--- config.mk ---
export PLATFORM = sky130hd
export DESIGN_NAME = cosx_job_sequencer_flat
export DESIGN_NICKNAME = d
export VERILOG_FILES = /design/src/rtl/cosx_job_if.sv /design/src/rtl/cosx_job_sequencer.sv /design/src/flat_wrapper.sv
export SDC_FILE = /design/constraint.sdc
export NUM_CORES = 1
export LEC_CHECK = 0
export CORE_MARGIN = 2
export CORE_UTILIZATION = 35
export CTS_BUF_LIST = sky130_fd_sc_hd__clkbuf_4
export DETAILED_ROUTE_END_ITERATION = 10
export MAX_ROUTING_LAYER = met4
export SLEW_MARGIN = 20
export SYNTH_ARGS = -nofsm -noshare
export SYNTH_HDL_FRONTEND = slang
export SYNTH_SLANG_ARGS = --single-unit
--- constraint.sdc ---
create_clock -name clk -period 4.08 [get_ports clk]
set_clock_uncertainty 0.2 [all_clocks]
set_input_delay 0.612 -clock clk [delete_from_list [all_inputs] [get_ports clk]]
set_output_delay 0.612 -clock clk [all_outputs]
set_load 0.02 [all_outputs]
--- src/rtl/cosx_job_if.sv ---
// Handshake bundle between the cos(x) job sequencer, the operand/result
// stream fabric and the accelerator start/done port.
// master: sequencer side.  slave: fabric + accelerator side.
interface cosx_job_if #(
    parameter int XW = 16,
    parameter int RW = 16
);
    logic          in_valid;
    logic [XW-1:0] in_x;
    logic          in_ready;
    logic          out_valid;
    logic [RW-1:0] out_r;
    logic          out_ready;
    logic          acc_start;
    logic [XW-1:0] acc_x;
    logic          acc_done;
    logic [RW-1:0] acc_r;

    modport master (
        input  in_valid, in_x, out_ready, acc_done, acc_r,
        output in_ready, out_valid, out_r, acc_start, acc_x
    );

    modport slave (
        output in_valid, in_x, out_ready, acc_done, acc_r,
        input  in_ready, out_valid, out_r, acc_start, acc_x
    );
endinterface

--- src/rtl/cosx_job_sequencer.sv ---
// Host-side initiator for the cos(x) accelerator. Takes one operand at a
// time from the input stream, pulses acc_start, waits for acc_done (with a
// timeout), and pushes the result into a small output FIFO.
//
//  state   | meaning
//  --------+--------------------------------------------------------------
//  IDLE    | no job in flight; accepts an operand when accel idle + slot free
//  START   | acc_start held high for START_CYC cycles
//  WAIT    | waiting for acc_done; first cycle ignored, timer guards hang
//  CAPTURE | accelerator idle, acc_r final; push result, count the job
module cosx_job_sequencer #(
    parameter int XW        = 16,
    parameter int RW        = 16,
    parameter int DEPTH     = 4,
    parameter int START_CYC = 1,
    parameter int TIMEOUT   = 64
) (
    input  logic              clk,
    input  logic              rst_n,
    cosx_job_if.master        bus,
    output logic              busy,
    output logic              err_timeout,
    input  logic              err_clr,
    output logic [15:0]       job_cnt
);
    localparam int AW  = $clog2(DEPTH);
    localparam int CW  = AW + 1;
    localparam int SCW = (START_CYC > 1) ? $clog2(START_CYC) : 1;
    localparam int TW  = $clog2(TIMEOUT);

    localparam logic [SCW-1:0] START_LAST = SCW'(START_CYC - 1);
    localparam logic [TW-1:0]  TIMER_LAST = TW'(TIMEOUT - 1);
    localparam logic [CW-1:0]  FIFO_FULL  = CW'(DEPTH);

    typedef enum logic [1:0] {
        S_IDLE,
        S_START,
        S_WAIT,
        S_CAPTURE
    } state_t;

    state_t         state;
    logic [SCW-1:0] start_cnt;
    logic [TW-1:0]  timer;
    logic           acc_start_q;
    logic [XW-1:0]  acc_x_q;

    logic [RW-1:0]  mem [DEPTH];
    logic [AW-1:0]  wr_ptr;
    logic [AW-1:0]  rd_ptr;
    logic [CW-1:0]  count;

    logic           accept;
    logic           push;
    logic           pop;

    // Only one job in flight, so a free slot at accept time guarantees
    // CAPTURE never meets a full FIFO.
    assign bus.in_ready  = (state == S_IDLE) & bus.acc_done & (count < FIFO_FULL);
    assign accept        = bus.in_valid & bus.in_ready;
    assign push          = (state == S_CAPTURE);
    assign pop           = (count != '0) & bus.out_ready;

    assign bus.out_valid = (count != '0);
    assign bus.out_r     = mem[rd_ptr];
    assign bus.acc_start = acc_start_q;
    assign bus.acc_x     = acc_x_q;
    assign busy          = (state != S_IDLE);

    // Job FSM: start pulse, done wait with timeout, result capture, status.
    always_ff @(posedge clk or negedge rst_n) begin
        if (!rst_n) begin
            state       <= S_IDLE;
            start_cnt   <= '0;
            timer       <= '0;
            acc_start_q <= 1'b0;
            acc_x_q     <= '0;
            err_timeout <= 1'b0;
            job_cnt     <= '0;
        end else begin
            // A timeout in the same cycle overrides this clear below.
            if (err_clr)
                err_timeout <= 1'b0;
            case (state)
                S_IDLE: begin
                    if (accept) begin
                        acc_x_q     <= bus.in_x;
                        acc_start_q <= 1'b1;
                        start_cnt   <= '0;
                        state       <= S_START;
                    end
                end
                S_START: begin
                    if (start_cnt == START_LAST) begin
                        acc_start_q <= 1'b0;
                        timer       <= '0;
                        state       <= S_WAIT;
                    end else begin
                        start_cnt <= start_cnt + SCW'(1);
                    end
                end
                S_WAIT: begin
                    // timer==0 marks the first WAIT cycle, where acc_done may
                    // still reflect the pre-start idle level.
                    if ((timer != '0) && bus.acc_done) begin
                        state <= S_CAPTURE;
                    end else if (timer == TIMER_LAST) begin
                        err_timeout <= 1'b1;
                        state       <= S_IDLE;
                    end else begin
                        timer <= timer + TW'(1);
                    end
                end
                S_CAPTURE: begin
                    job_cnt <= job_cnt + 16'd1;
                    state   <= S_IDLE;
                end
                default: state <= S_IDLE;
            endcase
        end
    end

    // Result FIFO: head read straight from storage so a pushed entry is
    // visible the cycle after the push with no extra bubble.
    always_ff @(posedge clk or negedge rst_n) begin
        if (!rst_n) begin
            for (int i = 0; i < DEPTH; i++)
                mem[i] <= '0;
            wr_ptr <= '0;
            rd_ptr <= '0;
            count  <= '0;
        end else begin
            if (push) begin
                mem[wr_ptr] <= bus.acc_r;
                wr_ptr      <= wr_ptr + AW'(1);
            end
            if (pop)
                rd_ptr <= rd_ptr + AW'(1);
            case ({push, pop})
                2'b10:   count <= count + CW'(1);
                2'b01:   count <= count - CW'(1);
                default: count <= count;
            endcase
        end
    end
endmodule

--- src/flat_wrapper.sv ---
// flat-port wrapper written by rule: the top's interface ports become plain ports
module cosx_job_sequencer_flat 
#(
    parameter int XW        = 16,
    parameter int RW        = 16,
    parameter int DEPTH     = 4,
    parameter int START_CYC = 1,
    parameter int TIMEOUT   = 64
)
  (clk, rst_n, busy, err_timeout, err_clr, job_cnt, bus_in_valid, bus_in_x, bus_out_ready, bus_acc_done, bus_acc_r, bus_in_ready, bus_out_valid, bus_out_r, bus_acc_start, bus_acc_x);
  cosx_job_if #(.XW(XW), .RW(RW)) bus_i ();
  input  logic clk;
  input  logic rst_n;
  output logic busy;
  output logic err_timeout;
  input  logic err_clr;
  output logic [15:0] job_cnt;
  input wire logic [$bits(bus_i.in_valid)-1:0] bus_in_valid;
  input wire logic [$bits(bus_i.in_x)-1:0] bus_in_x;
  input wire logic [$bits(bus_i.out_ready)-1:0] bus_out_ready;
  input wire logic [$bits(bus_i.acc_done)-1:0] bus_acc_done;
  input wire logic [$bits(bus_i.acc_r)-1:0] bus_acc_r;
  output wire logic [$bits(bus_i.in_ready)-1:0] bus_in_ready;
  output wire logic [$bits(bus_i.out_valid)-1:0] bus_out_valid;
  output wire logic [$bits(bus_i.out_r)-1:0] bus_out_r;
  output wire logic [$bits(bus_i.acc_start)-1:0] bus_acc_start;
  output wire logic [$bits(bus_i.acc_x)-1:0] bus_acc_x;
  assign bus_i.in_valid = bus_in_valid;
  assign bus_i.in_x = bus_in_x;
  assign bus_i.out_ready = bus_out_ready;
  assign bus_i.acc_done = bus_acc_done;
  assign bus_i.acc_r = bus_acc_r;
  assign bus_in_ready = bus_i.in_ready;
  assign bus_out_valid = bus_i.out_valid;
  assign bus_out_r = bus_i.out_r;
  assign bus_acc_start = bus_i.acc_start;
  assign bus_acc_x = bus_i.acc_x;
  cosx_job_sequencer #(.XW(XW), .RW(RW), .DEPTH(DEPTH), .START_CYC(START_CYC), .TIMEOUT(TIMEOUT)) u_core (.clk(clk), .rst_n(rst_n), .bus(bus_i), .busy(busy), .err_timeout(err_timeout), .err_clr(err_clr), .job_cnt(job_cnt));
endmodule
; ---- Yosys cells after proc, flatten, opt, wreduce, memory -nomap -nowiden
; Index checks and enable logic that the tools add are counted.
[totals]
reg_bits = 114
[op_classes]
addsub = 7
n_lt_le_gt_ge = 4
n_eq_ne = 11
muxes = 26
n_bitwise = 6
reduce_logical = 14
[ops]
columns = cell, count
row1 = bitwise mux 64 bit, 1
row2 = two-way mux 16 bit, 3
row3 = binary-select mux 16 bit (select 2 bit), 1
row4 = demux 16 bit (select 2 bit), 1
row5 = two-way mux 6 bit, 3
row6 = adder 16 x 1 -> 16 bit (second input constant), 1
row7 = one-hot mux 6 bit (2 select lines), 1
row8 = two-way mux 1 bit, 8
row9 = two-way mux 2 bit, 4
row10 = one-hot mux 2 bit (4 select lines), 1
row11 = nonzero test 2 bit, 4
row12 = adder 6 x 1 -> 6 bit (second input constant), 1
row13 = == test 2 bit (second input constant), 3
row14 = == test 6 bit (second input constant), 1
row15 = greater-or-equal comparator 3 bit (second input constant), 2
row16 = != test 2 bit (second input constant), 3
row17 = inverter 2 -> 3 bit, 2
row18 = one-hot mux 3 bit (2 select lines), 1
row19 = AND reduction 3 bit, 2
row20 = nonzero test 6 bit, 1
row21 = adder 2 x 1 -> 2 bit (second input constant), 2
row22 = bitwise AND 1 bit, 4
row23 = == test 2 x 1 -> 1 bit (second input constant), 2
row24 = one-hot mux 1 bit (2 select lines), 2
row25 = other kinds (12), 14

; ---- Longest topological paths before layout
[logic_depth]
depth_word = 6
ltp_mapped = 9
depth_no_buf = 8

; ---- Worst setup path after synthesis
; Ideal clock, no wire load.
[synth_path]
path_kind = register -> output
start = register u_core.rd_ptr[0]
end = output port bus_out_r[10]
arrival_ns = 1.466
setup_slack_ns = 1.802
stages_incl_launch_ff = 4
cell_sequence = dfrtp_1 buf_2 buf_2 mux4_2
[synth_via]
elab_chain_len = 4
[synth_lines]
columns = element, line_no
row1 = start: declaration, cosx_job_sequencer.sv:50  ; logic [AW-1:0] rd_ptr;
row2 = start signal: assignment, cosx_job_sequencer.sv:138  ; rd_ptr <= rd_ptr + AW'(1);
row3 = inverter 2 -> 3 bit (not written as such), cosx_job_sequencer.sv:65  ; assign bus.out_r = mem[rd_ptr];
row4 = binary-select mux 16 bit (select 2 bit), cosx_job_sequencer.sv:65
row5 = two-way mux 16 bit (not written as such) (2 in a row), cosx_job_sequencer.sv:65
row6 = end: declaration, flat_wrapper.sv:25  ; output wire logic [$bits(bus_i.out_r)-1:0] bus_out_r;
; Every way passes these cells. The select of a mux whose other input is x is not followed.

; ---- Worst setup path in the final report
; Ends and elaborated chain as after synthesis.

==> flow_summary_export.csv <==
group,metric,value,unit
status,outcome,"completed",
clock_tree,cts_resized,0,
drt,first_pass_iters,4,
logic_synthesis,yosysMostFrequentCell,"dfrtp_1",
placement,place_congestion,0.787,
cells_and_area,n_antenna_cell,0,
timing,hold_ws,0.0135,ns
worst_setup_path,critPathKind,"register to primary output",
floorplanning,ios,91,
timing,drv_slew,0,
logic_synthesis,synthCells,360,
drt,drt-initial-drc-count,96,
floorplanning,die_y,125,um
global_routing,grt.total_usage,15.2,%
floorplanning,dieArea,15600,um2
placement,io_buffers,90,
drt,viasPerCell,4.97,
clock_tree,cts_tree,"yes",
logic_synthesis,synth_top_area_share,55.4,%
floorplanning,rows,44,
power,power_density,767,nW/um2
logic_synthesis,synthArstFlopShare,100,%
power,total_power,4.96,mW
clock_tree,clkSinkCount,113,
global_routing,antenna_found_initial,0,
logic_synthesis,synth_commonest_cells,"113 x dfrtp_1, 64 x mux2_2, 22 x nand2_1",
timing,setup_viol,0,
logic_synthesis,ys.flop_type,"dfrtp_1",
cells_and_area,instances_no_fill,656,
logic_synthesis,synth_nets,412,
logic_synthesis,syn_area,5100,um2
floorplanning,core,14400,um2
worst_setup_path,path_max_fanout,10,
cells_and_area,area_growth,26.6,%
clock_tree,clk_pin_slew,0.09,ns
logic_synthesis,ys_ff_latch,113,
logic_synthesis,yosys_warnings,0,
logic_synthesis,netlist_top_cells_area,"dfrtp_1 55%, mux2_2 14%, mux4_2 7.1%",
global_routing,grt-ovfl-total,0,
placement,dp_cells,624,
logic_synthesis,synth_edf_count,0,
global_routing,grt_pass1_vias,3477,
global_routing,grt_pass1_wl,18000,um
clock_tree,root_buffer,"clkbuf_4",
placement,dpl.hpwl,7250,um
timing,timing.final.crit_share,82.8,%
cells_and_area,n_fill_cell,1291,
hold_path,hold_path.class,"input port to async pin",
logic_synthesis,yosysTopAreaCell,"dfrtp_1",
timing,finalHoldViolations,0,
global_routing,grt_max_degree,73,
power,ir_drop,0.278,mV
logic_synthesis,ys_types,47,
clock_tree,cts_buffers,17,
timing,min_period,3.38,ns
logic_synthesis,avgSynthCellArea,14.2,um2
cells_and_area,final_core_util,45.0,%
worst_setup_path,worst_ep_arrival_time,2.57,ns
clock_tree,htreeDepth,4,
drt,detail-route-antenna-nets,0,
worst_setup_path,end_kind,"primary output",
drt,vias,3263,
run,cap_violations,0,
floorplanning,start_util,35.5,%
drt,wire_per_inst,16.3,um
floorplanning,die_w,125,um
clock_tree,cts_post_setup_buffers_inserted,0,
timing,relSlewSlack,38.9,%
clock_tree,ctsHoldBuffers,0,
clock_tree,clk_latency,0.51,ns
cells_and_area,fin_nets,511,
timing,fmax,0.296,GHz
power,leakagePower,2.77,nW
worst_setup_path,start_kind,"register",
worst_setup_path,r2r_cells,3,
clock_tree,cts_buffer_depth,2,
drt,route.detailed.drc,0,
logic_synthesis,synth-seq-area-share,55.4,%
timing,worst_pin_slew,0.914,ns
timing,fin_setup_tns,0,ns
timing,rsz0062_at_grt,"false",
worst_setup_path,rrSetupSlack,1.39,ns
drt,wirelength,10700,um
worst_setup_path,required,3.27,ns
cells_and_area,drive_above_1_share,25.8,%
-- state kept, by name, summed over array words and instances, names as in the netlist --
| name | cells |
|---|---|
| u_core.count | 3 |
| u_core.state | 2 |
| u_core.timer | 6 |
| u_core.bus.acc_start | 1 |
| u_core.job_cnt | 16 |
| u_core.wr_ptr | 2 |
| u_core.rd_ptr | 2 |
| u_core.err_timeout | 1 |
| u_core.bus.acc_x | 16 |
| u_core.mem | 64 |
-- cells in the final DEF, fill, tap and decap left out, types with 11 or more instances in the layout --
| master | synthesis | routed |
|---|---|---|
| clkbuf_4 | 0 | 23 |
| clkdlybuf4s50_1 | 0 | 89 |
| dfrtp_1 | 113 | 113 |
| ha_1 | 13 | 13 |
| inv_1 | 13 | 13 |
| mux2_1 | 17 | 17 |
| mux2_2 | 64 | 64 |
| mux4_2 | 16 | 16 |
| nand2_1 | 22 | 22 |
| xor2_1 | 11 | 11 |
-- path summary, 6_finish.rpt --
kind,end,from
hold / removal,u_core.mem[48],rst_n
setup reg to reg,u_core.mem[41],u_core.state[0]
min in group clk,u_core.job_cnt[15],u_core.job_cnt[15]
setup / recovery,bus_out_r[10],u_core.rd_ptr[0]
max in group asynchronous,u_core.job_cnt[1],rst_n
hold reg to reg,u_core.job_cnt[15],u_core.job_cnt[15]
-- report_power, final --
part	switching (mW)	internal, mW
clock network	0.402	0.394
logic	0.972	1.25
registers	0.334	1.61
-- worst max-delay path, stage by stage (launching register included) --
cell and delay (ns):
dfrtp_1 0.70, buf_4 0.29, mux4_2 0.52, clkdlybuf4s50_1 0.55
-- routing by layer --
metal  track usage (%)  part of all wire (%)  vias up
li1                  -                     -     1498
met1              18.6                    45     1679
met2              23.9                    50       71
met3              4.17                   3.5       15
met4              6.61                   1.8        0
met5                 -                     0        -
-- cell families after synthesis --
kind of cell    synth area share, %
xor+xnor                       3.60
compound gates                 3.29
mux                            24.9
flops                          55.4
simple gates                   6.74
fa+ha+maj                      3.58
buf+inv                        2.43
-- stage by stage --
step,setup slack (ns),instance area [um2]
global route,0.501,6460
global placement,1.23,6200
floorplan,1.80,5100
finish,0.702,6460
detailed placement,1.18,6200
CTS,0.578,6460
-- final cells by class --
class	instances	area [um2]	area share, %
clock buffers	23	173	2.67
clock inverters	9	90.1	1.39
well taps	184	230	3.56
multi-input cells	218	2150	33.3
flip-flops and latches	113	2830	43.8
repair buffers	95	936	14.5
inverters	14	52.6	0.813
Power figures use the tool's default switching activity.
